### src/rtl/slot_rng_ctrl_pkg.sv
// Shared definitions for the RN16 generator / slot counter block.
// UpDn codes, handle-FSM states and LFSR defaults.
package slot_rng_ctrl_pkg;

    localparam logic [2:0] UPDN_INC = 3'b110;
    localparam logic [2:0] UPDN_DEC = 3'b011;

    localparam logic [15:0] SEED_RESET_DEF = 16'hBEAF;
    localparam logic [15:0] POLY_DEF       = 16'hB400;

    typedef enum logic {
        RN_IDLE  = 1'b0,
        RN_VALID = 1'b1
    } rn_state_t;

endpackage

### src/rtl/slot_rng_ctrl_lfsr_core.sv
// Fibonacci LFSR: shift left, parity of tapped bits enters at bit 0.
// Seed load beats hold; a zero seed is replaced by the reset value.
module lfsr_core #(
    parameter int             RNG_W      = 16,
    parameter logic [RNG_W-1:0] POLY       = 16'hB400,
    parameter logic [RNG_W-1:0] SEED_RESET = 16'hBEAF
) (
    input  logic             clk_slot,
    input  logic             rst_n,
    input  logic             i_seed_vld,
    input  logic [RNG_W-1:0] i_seed,
    input  logic             i_hold,
    output logic [RNG_W-1:0] o_state
);

    logic [RNG_W-1:0] r_state;
    logic [RNG_W-1:0] w_next;
    logic [RNG_W-1:0] w_seed;
    logic             w_fb;

    always_comb begin
        w_fb   = ^(r_state & POLY);
        w_next = {r_state[RNG_W-2:0], w_fb};
        // an all-zero state would lock the LFSR up
        w_seed = (i_seed == '0) ? SEED_RESET : i_seed;
    end

    always_ff @(posedge clk_slot or negedge rst_n) begin
        if (!rst_n) begin
            r_state <= SEED_RESET;
        end else if (i_seed_vld) begin
            r_state <= w_seed;
        end else if (!i_hold) begin
            r_state <= w_next;
        end
    end

    assign o_state = r_state;

endmodule

### src/rtl/slot_rng_ctrl.sv
// RN16 source, Q register, anti-collision slot counter and
// handle capture port for the tag baseband.
module slot_rng_ctrl
    import slot_rng_ctrl_pkg::*;
#(
    parameter int               RNG_W      = 16,
    parameter int               SLOT_W     = 15,
    parameter int               Q_W        = 4,
    parameter int               Q_MAX      = 15,
    parameter int               Q_INIT     = 4,
    parameter logic [RNG_W-1:0] POLY       = POLY_DEF,
    parameter logic [RNG_W-1:0] SEED_RESET = SEED_RESET_DEF
) (
    input  logic              clk_slot,
    input  logic              rst_n,
    input  logic              i_seed_vld,
    input  logic [RNG_W-1:0]  i_seed,
    input  logic              i_rng_hold,
    input  logic              i_q_load,
    input  logic [Q_W-1:0]    i_q,
    input  logic              i_q_adj,
    input  logic [2:0]        i_q_updn,
    input  logic              i_new_slot,
    input  logic              i_dec_slot,
    input  logic              i_rn_req,
    input  logic              i_rn_ack,
    output logic [RNG_W-1:0]  o_random,
    output logic [SLOT_W-1:0] o_slot,
    output logic              o_slotz,
    output logic [Q_W-1:0]    o_q,
    output logic [RNG_W-1:0]  o_rn,
    output logic              o_rn_vld
);

    localparam logic [Q_W-1:0]    Q_MAX_V  = Q_W'(Q_MAX);
    localparam logic [Q_W-1:0]    Q_INIT_V = Q_W'(Q_INIT);
    localparam logic [Q_W-1:0]    Q_ONE    = Q_W'(1);
    localparam logic [SLOT_W-1:0] SLOT_ONE = SLOT_W'(1);
    localparam logic [SLOT_W:0]   MASK_ONE = (SLOT_W+1)'(1);

    function automatic logic [SLOT_W-1:0] slot_mask(
        input logic [Q_W-1:0] q
    );
        logic [SLOT_W:0] m;
        m = (MASK_ONE << q) - MASK_ONE;
        return m[SLOT_W-1:0];
    endfunction

    logic [RNG_W-1:0]  w_random;
    logic [Q_W-1:0]    r_q;
    logic [Q_W-1:0]    w_q_next;
    logic [SLOT_W-1:0] r_slot;
    logic [SLOT_W-1:0] w_slot_next;
    logic              w_updn_inc;
    logic              w_updn_dec;
    logic              w_redraw;
    rn_state_t         r_rn_state;
    rn_state_t         w_rn_state_next;
    logic [RNG_W-1:0]  r_rn;
    logic              w_rn_capture;

    lfsr_core #(
        .RNG_W      (RNG_W),
        .POLY       (POLY),
        .SEED_RESET (SEED_RESET)
    ) u_lfsr (
        .clk_slot   (clk_slot),
        .rst_n      (rst_n),
        .i_seed_vld (i_seed_vld),
        .i_seed     (i_seed),
        .i_hold     (i_rng_hold),
        .o_state    (w_random)
    );

    always_comb begin
        w_updn_inc = i_q_adj && (i_q_updn == UPDN_INC);
        w_updn_dec = i_q_adj && (i_q_updn == UPDN_DEC);
        w_q_next   = r_q;
        priority case (1'b1)
            i_q_load:
                w_q_next = (i_q > Q_MAX_V) ? Q_MAX_V : i_q;
            w_updn_inc:
                w_q_next = (r_q >= Q_MAX_V) ? Q_MAX_V : r_q + Q_ONE;
            w_updn_dec:
                w_q_next = (r_q == '0) ? '0 : r_q - Q_ONE;
            default: ;
        endcase
    end

    // redraw uses the Q being written this edge and the pre-advance LFSR
    always_comb begin
        w_redraw    = i_new_slot || w_updn_inc || w_updn_dec;
        w_slot_next = r_slot;
        priority case (1'b1)
            w_redraw:
                w_slot_next = w_random[SLOT_W-1:0] & slot_mask(w_q_next);
            i_dec_slot:
                w_slot_next = r_slot - SLOT_ONE;
            default: ;
        endcase
    end

    always_ff @(posedge clk_slot or negedge rst_n) begin
        if (!rst_n) begin
            r_q    <= Q_INIT_V;
            r_slot <= '0;
        end else begin
            r_q    <= w_q_next;
            r_slot <= w_slot_next;
        end
    end

    always_ff @(posedge clk_slot or negedge rst_n) begin
        if (!rst_n) begin
            r_rn_state <= RN_IDLE;
        end else begin
            r_rn_state <= w_rn_state_next;
        end
    end

    // ack always wins in VALID; a concurrent req is simply dropped
    always_comb begin
        w_rn_state_next = r_rn_state;
        unique case (r_rn_state)
            RN_IDLE:
                if (i_rn_req) w_rn_state_next = RN_VALID;
            RN_VALID:
                if (i_rn_ack) w_rn_state_next = RN_IDLE;
            default:
                w_rn_state_next = RN_IDLE;
        endcase
    end

    always_comb begin
        w_rn_capture = (r_rn_state == RN_IDLE) && i_rn_req;
        o_rn_vld     = (r_rn_state == RN_VALID);
    end

    always_ff @(posedge clk_slot or negedge rst_n) begin
        if (!rst_n) begin
            r_rn <= '0;
        end else if (w_rn_capture) begin
            r_rn <= w_random;
        end
    end

    assign o_random = w_random;
    assign o_slot   = r_slot;
    assign o_slotz  = (r_slot == '0);
    assign o_q      = r_q;
    assign o_rn     = r_rn;

endmodule

### config.mk
export PLATFORM = sky130hd
export DESIGN_NAME = slot_rng_ctrl
export DESIGN_NICKNAME = d
export VERILOG_FILES = /design/src/rtl/slot_rng_ctrl_pkg.sv /design/src/rtl/slot_rng_ctrl_lfsr_core.sv /design/src/rtl/slot_rng_ctrl.sv
export SDC_FILE = /design/constraint.sdc
export NUM_CORES = 1
export LEC_CHECK = 0
export BUFFER_PORTS_ARGS = -buffer_cell sky130_fd_sc_hd__buf_2
export CAP_MARGIN = 20
export CORE_MARGIN = 8
export CORE_UTILIZATION = 50
export DETAILED_ROUTE_END_ITERATION = 8
export GPL_ROUTABILITY_DRIVEN = 1
export HOLD_SLACK_MARGIN = 0.12
export PLACE_DENSITY = 0.77
export SLEW_MARGIN = 20
export SYNTH_ARGS = -nofsm -noshare
export SYNTH_HDL_FRONTEND = slang
export SYNTH_HIERARCHICAL = 1
export SYNTH_SLANG_ARGS = --single-unit
### constraint.sdc
create_clock -name clk_slot -period 3.42 [get_ports clk_slot]
set_input_delay 0.513 -clock clk_slot [delete_from_list [all_inputs] [get_ports clk_slot]]
set_output_delay 0.513 -clock clk_slot [all_outputs]
set_load 0.01 [all_outputs]
Word-level counts from Yosys, hierarchy flattened --
Cells that the tools add are included.
Word-level totals: bits in registers 52, bits in latches 0, RAM bits 0, bits in read-only memories 0, bits of input ports 33, word-level logic and storage cells 41, memories kept 0
Cells by class: add/subtract/negate cells 4, multiply operators 0, divide/modulo/power cells 0, order comparisons 2, eq/ne operators 3, shift-type cells 1, mux-type cells 14, bitwise gates (word level) 2, reduce and logical (&&, ||, !) cells 10
Operators by type and width (count):
- 16-bit two-way mux | 3
- 15-bit two-way mux | 2
- 15-bit by 1-bit subtractor with 15-bit output (second input constant) | 2
- 4-bit two-way mux | 6
- 16-bit logical NOT | 1
- 16-bit XOR reduction | 1
- 15-bit AND | 1
- 15-bit logical NOT | 1
- 1-bit by 4-bit << shifter with 15-bit output (first input constant) | 1
- 4-bit by 1-bit adder with 4-bit output (second input constant) | 1
- 4-bit >= comparator (second input constant) | 1
- 4-bit > comparator (second input constant) | 1
- 4-bit logical NOT | 1
- 4-bit by 1-bit subtractor with 4-bit output (second input constant) | 1
- 3-bit by 2-bit equality test with 1-bit output (second input constant) | 1
- 3-bit equality test (second input constant) | 1
- 1-bit logical AND | 3
- 1-bit logical OR | 2
- 1-bit two-way mux | 2
- 2-bit != test (second input constant) | 1
- 1-bit one-hot mux with 2 select lines | 1
- 2-bit nonzero test | 1
- 1-bit inverter | 1

Longest topological paths before layout --
word-level depth 9, mapped depth 14

Cells and area by module --
Netlist, hierarchy kept.
Modules (own cells, without submodules):
- slot_rng_ctrl | instances 1, cells each 231, area each 2208.4 sq um, seq. area each 902.1 sq um
- lfsr_core | instances 1, cells each 67, area each 855.8 sq um, seq. area each 415.4 sq um

Least setup slack after synthesis --
Ideal clock, no wire load.
path type register to register, start point register r_q[0], in the netlist o_q[0], end point register r_slot[10], in the netlist o_slot[10], setup time 0.082 ns, arrival time 2.992 ns, data required time 3.338 ns, slack 0.346 ns, stages on the path, launching flop included 12, clock period less this slack 3.074 ns, cell sequence dfrtp_1 inv_1 ha_1 nor3b_1 or3_2 a41oi_1 buf_2 nand2_1 ha_1 or4_1 a21bo_2 a31oi_1
Between the ends: cells in the longest elaborated chain, start to end 9, elaborated cells between the ends (all ways) 13
Ends and longest elaborated chain:
- from (decl) | line slot_rng_ctrl.sv:50 | logic [Q_W-1:0] r_q;
- from (signal assigned) | line slot_rng_ctrl.sv:108 | r_q <= w_q_next;
- 4-bit by 1-bit subtractor with 4-bit output / 4-bit logical NOT (equally long branches) | line slot_rng_ctrl.sv:85 | w_q_next = (r_q == '0) ? '0 : r_q - Q_ONE;
- 4-bit two-way mux | line slot_rng_ctrl.sv:85
- 4-bit two-way mux | line slot_rng_ctrl.sv:79 | priority case (1'b1)
- 4-bit two-way mux * (2 in series) | line slot_rng_ctrl.sv:79
- net w_q_next[0] | line slot_rng_ctrl.sv:51 | logic [Q_W-1:0] w_q_next;
- 1-bit by 4-bit << shifter with 15-bit output * | line slot_rng_ctrl.sv:45 | m = (MASK_ONE << q) - MASK_ONE;
- 15-bit by 1-bit subtractor with 15-bit output * | line slot_rng_ctrl.sv:45
- 15-bit AND * | line slot_rng_ctrl.sv:96 | w_slot_next = w_random[SLOT_W-1:0] & slot_mask(w_q_next);
- 15-bit two-way mux * | line slot_rng_ctrl.sv:94 | priority case (1'b1)
- to (signal assigned) | line slot_rng_ctrl.sv:109 | r_slot <= w_slot_next;
- to (decl) | line slot_rng_ctrl.sv:52 | logic [SLOT_W-1:0] r_slot;
Mark *: on every way through the listed nets, which the timed path passes. The rest lies on a longest branch. A chain may end at the register's enable or synchronous reset.

Worst setup path in the final report --
start point register r_q[0], in the netlist o_q[0], end point register r_slot[10], in the netlist o_slot[10]
Between the ends: cells in the longest elaborated chain, start to end 9, elaborated cells between the ends (all ways) 13
Ends and longest elaborated chain (line):
- 4-bit by 1-bit subtractor with 4-bit output / 4-bit logical NOT (equally long branches) | slot_rng_ctrl.sv:85
- 4-bit two-way mux | slot_rng_ctrl.sv:85
- 4-bit two-way mux | slot_rng_ctrl.sv:79
- 4-bit two-way mux * (2 in series) | slot_rng_ctrl.sv:79
- 1-bit by 4-bit << shifter with 15-bit output * | slot_rng_ctrl.sv:45
- 15-bit by 1-bit subtractor with 15-bit output * | slot_rng_ctrl.sv:45
- 15-bit AND * | slot_rng_ctrl.sv:96
- 15-bit two-way mux * | slot_rng_ctrl.sv:94
Mark *: on every way between the ends. The rest lies on a longest branch, timed or not.

==> metrics.txt <==
first-pass GRT wire length=13,200 um; Netlist cell types=62; max-cap viol count=0; most frequent cells in the layout=buf_2, dfrtp_1, mux2_2, nand2_1, o21ai_0; Root Buffer=clkbuf_8; Final Hold Viols=0; Worst setup SP type=flop; count of input and output buffers=85; iteration count of the initial detailed-routing pass=4; Ports=86; Clock Sinks=52; Tmin final=3.12 ns; main flop type after synthesis=dfrtp_1; layout cells sized above 1=0.423; Post-Place Worst Slack=0.146 ns; clock skew=0.0149 ns; CTS tree=yes; critical path type=reg2reg; FF-to-FF path depth=13; Lkg Pwr=1.55 nW; worst flop-to-flop path startpoint=o_q[0]$_DFF_PN0_; outcome=finished clean; crit path from=o_q[0]$_DFF_PN0_; vias in the first global route=2,666; Post-route DRC=0; R2R setup slack=0.30 ns; WL/cell=17.5 um; Remaining Overflow, GRT=0; number of flops mapped to enable cells by yosys=0; Max Fclk=321 MHz; H-tree levels=2; Worst Path Required=3.66 ns; largest net degree at the start of global routing=37; #FFs+latches synth=52; fin. max-slew vios=0; cts bufs inserted=5; placed insts=445; via count=2,650; Setup crit end kind=flop; Die W=94.3 um; CP arrival=3.36 ns; ys async rst share=1.00; Hold Path Class=in2async; clk buf depth=2; cells after synthesis=298; commonest non-fill, non-tap cell in the layout=buf_2; Initial Utilization=0.518; Final HPWL DP=5860 um; Fin Setup TNS=0 ns; Die Ht=94.3 um; CTS Hold Bufs=0; DR vias/cell=5.85; GR Util All Layers=0.184; area grow syn2layout=18.3%; period utilization=0.912; FP Rows=28; post-route antenna net violation count=0; unrepaired setup endpoints after global routing=false; post-route setup slack=0.303 ns; final setup vio count=0; crit-path max FO=9; Worst Tran Pin Value=0.715 ns; Core ar.=0.00592 mm2; sequential fraction of the synthesis area=0.430; antenna violations before repair=0; die area=0.00889 mm2; n_diodes=0; worst vdd ir=0.311 mV; Setup crit end=o_slot[10]$_DFFE_PN0P_; synthesized area=0.00306 mm2; nets=414; Power, Total=1.80 mW; Routed WL=7930 um; GP Congestion=0.854; Reg clk slew, reported paths=0.10 ns; FF-to-FF End=o_slot[10]$_DFFE_PN0P_; Mapped Avg Cell Area=10.3 um2; Hold WS=0.205 ns; power density cells=495 mW/mm2; clk_lat worst skew=0.31 ns; Ys Warns=6; post-synthesis net count=335; Iter 0 DRT Violations=224; Slew headroom=0.522; fin cells=453
-- per-stage QoR --
step | instance area [um2] | utilization
3_5_place_dp | 3520 | 0.595
5_1_grt | 3630 | 0.612
3_3_place_gp | 3520 | 0.595
2_1_floorplan | 3060 | -
4_1_cts | 3620 | 0.611
6_report | 3630 | 0.612
-- critical path: stages (launching register included) --
cell     delay, ns
dfrtp_1       0.48
inv_1         0.09
ha_1          0.24
nor3b_1       0.25
nor2_1        0.08
o21ai_0       0.14
o21a_2        0.22
inv_1         0.10
nor3_4        0.26
nand2_1       0.11
ha_1          0.20
or4_1         0.52
a21bo_2       0.20
a31oi_1       0.16
-- metal layers --
metal | up-vias | routed length [um] | share of wire | GRT usage
met5 | - | 0 | 0 | 0
li1 | 1265 | - | - | -
met1 | 1281 | 3650 | 0.46 | 0.250
met3 | 7 | 604 | 0.076 | 0.0472
met4 | 0 | 70 | 0.0088 | 0.0462
met2 | 97 | 3610 | 0.46 | 0.282
-- flip-flops by register name (all words and copies together) (netlist names) --
name            cells
o_rn               16
u_lfsr/o_state     16
o_q                 4
o_slot             15
o_rn_vld            1
-- cell usage after synthesis (5+ instances only) --
master,instances,area (um2)
o22a_2,10,100
inv_1,8,30.0
and2_1,5,31.3
clkbuf_1,10,37.5
buf_2,5,25.0
o21ai_0,22,110
xor2_1,7,61.3
xnor2_1,11,96.3
o211ai_1,5,37.5
nor4_1,9,56.3
nand2_1,24,90.1
mux2i_1,5,50.1
a31oi_1,5,31.3
mux2_2,26,293
dfrtp_1,39,976
a21oi_1,6,30.0
dfstp_2,13,342
nor2_1,18,67.6
-- cell families after synthesis --
group	share of synthesized area
compound gates	0.176
buf+inv	0.0461
mux	0.112
xor+xnor	0.0514
flops	0.430
fa+ha+maj	0.0163
simple gates	0.169
-- how the worst min path moves through the flow --
stage                              start              endpoint  slack [ns]  cells after the start
floorplan                          rst_n      o_q[0]$_DFF_PN0_        0.22                      0
global placement     o_rn[8]$_DFFE_PN0P_   o_rn[8]$_DFFE_PN0P_        0.48                      2
detailed placement  o_rn[13]$_DFFE_PN0P_  o_rn[13]$_DFFE_PN0P_        0.49                      1
CTS                                rst_n   o_rn[2]$_DFFE_PN0P_        0.23                      1
global route                       rst_n   o_rn[2]$_DFFE_PN0P_        0.27                      1
finish                             rst_n   o_rn[2]$_DFFE_PN0P_        0.20                      1
-- what timing repair did --
| action | CTS | global route |
|---|---|---|
| setup buffers | 0 | 0 |
| hold endpoints to repair | 0 | 0 |
| setup endpoints to repair | 0 | 2 |
| resized for setup | 0 | 2 |
-- where the power goes --
| part | internal (mW) | switching, mW | leakage [nW] |
|---|---|---|---|
| Sequential | 0.741 | 0.109 | 0.606 |
| Combinational | 0.275 | 0.300 | 0.903 |
| Clock | 0.165 | 0.206 | 0.0445 |
| Total | 1.18 | 0.616 | 1.55 |
-- cell type report --
cell class	count	area, um2
Fill cell	517	2290
Tap cell	75	93.8
Clock inverter	1	7.51
Clock buffer	7	86.3
Timing Repair Buffer	91	470
Sequential cell	52	1320
Inverter	9	33.8
Multi-Input combinational cell	218	1620
Power figures use the tool's default switching activity.
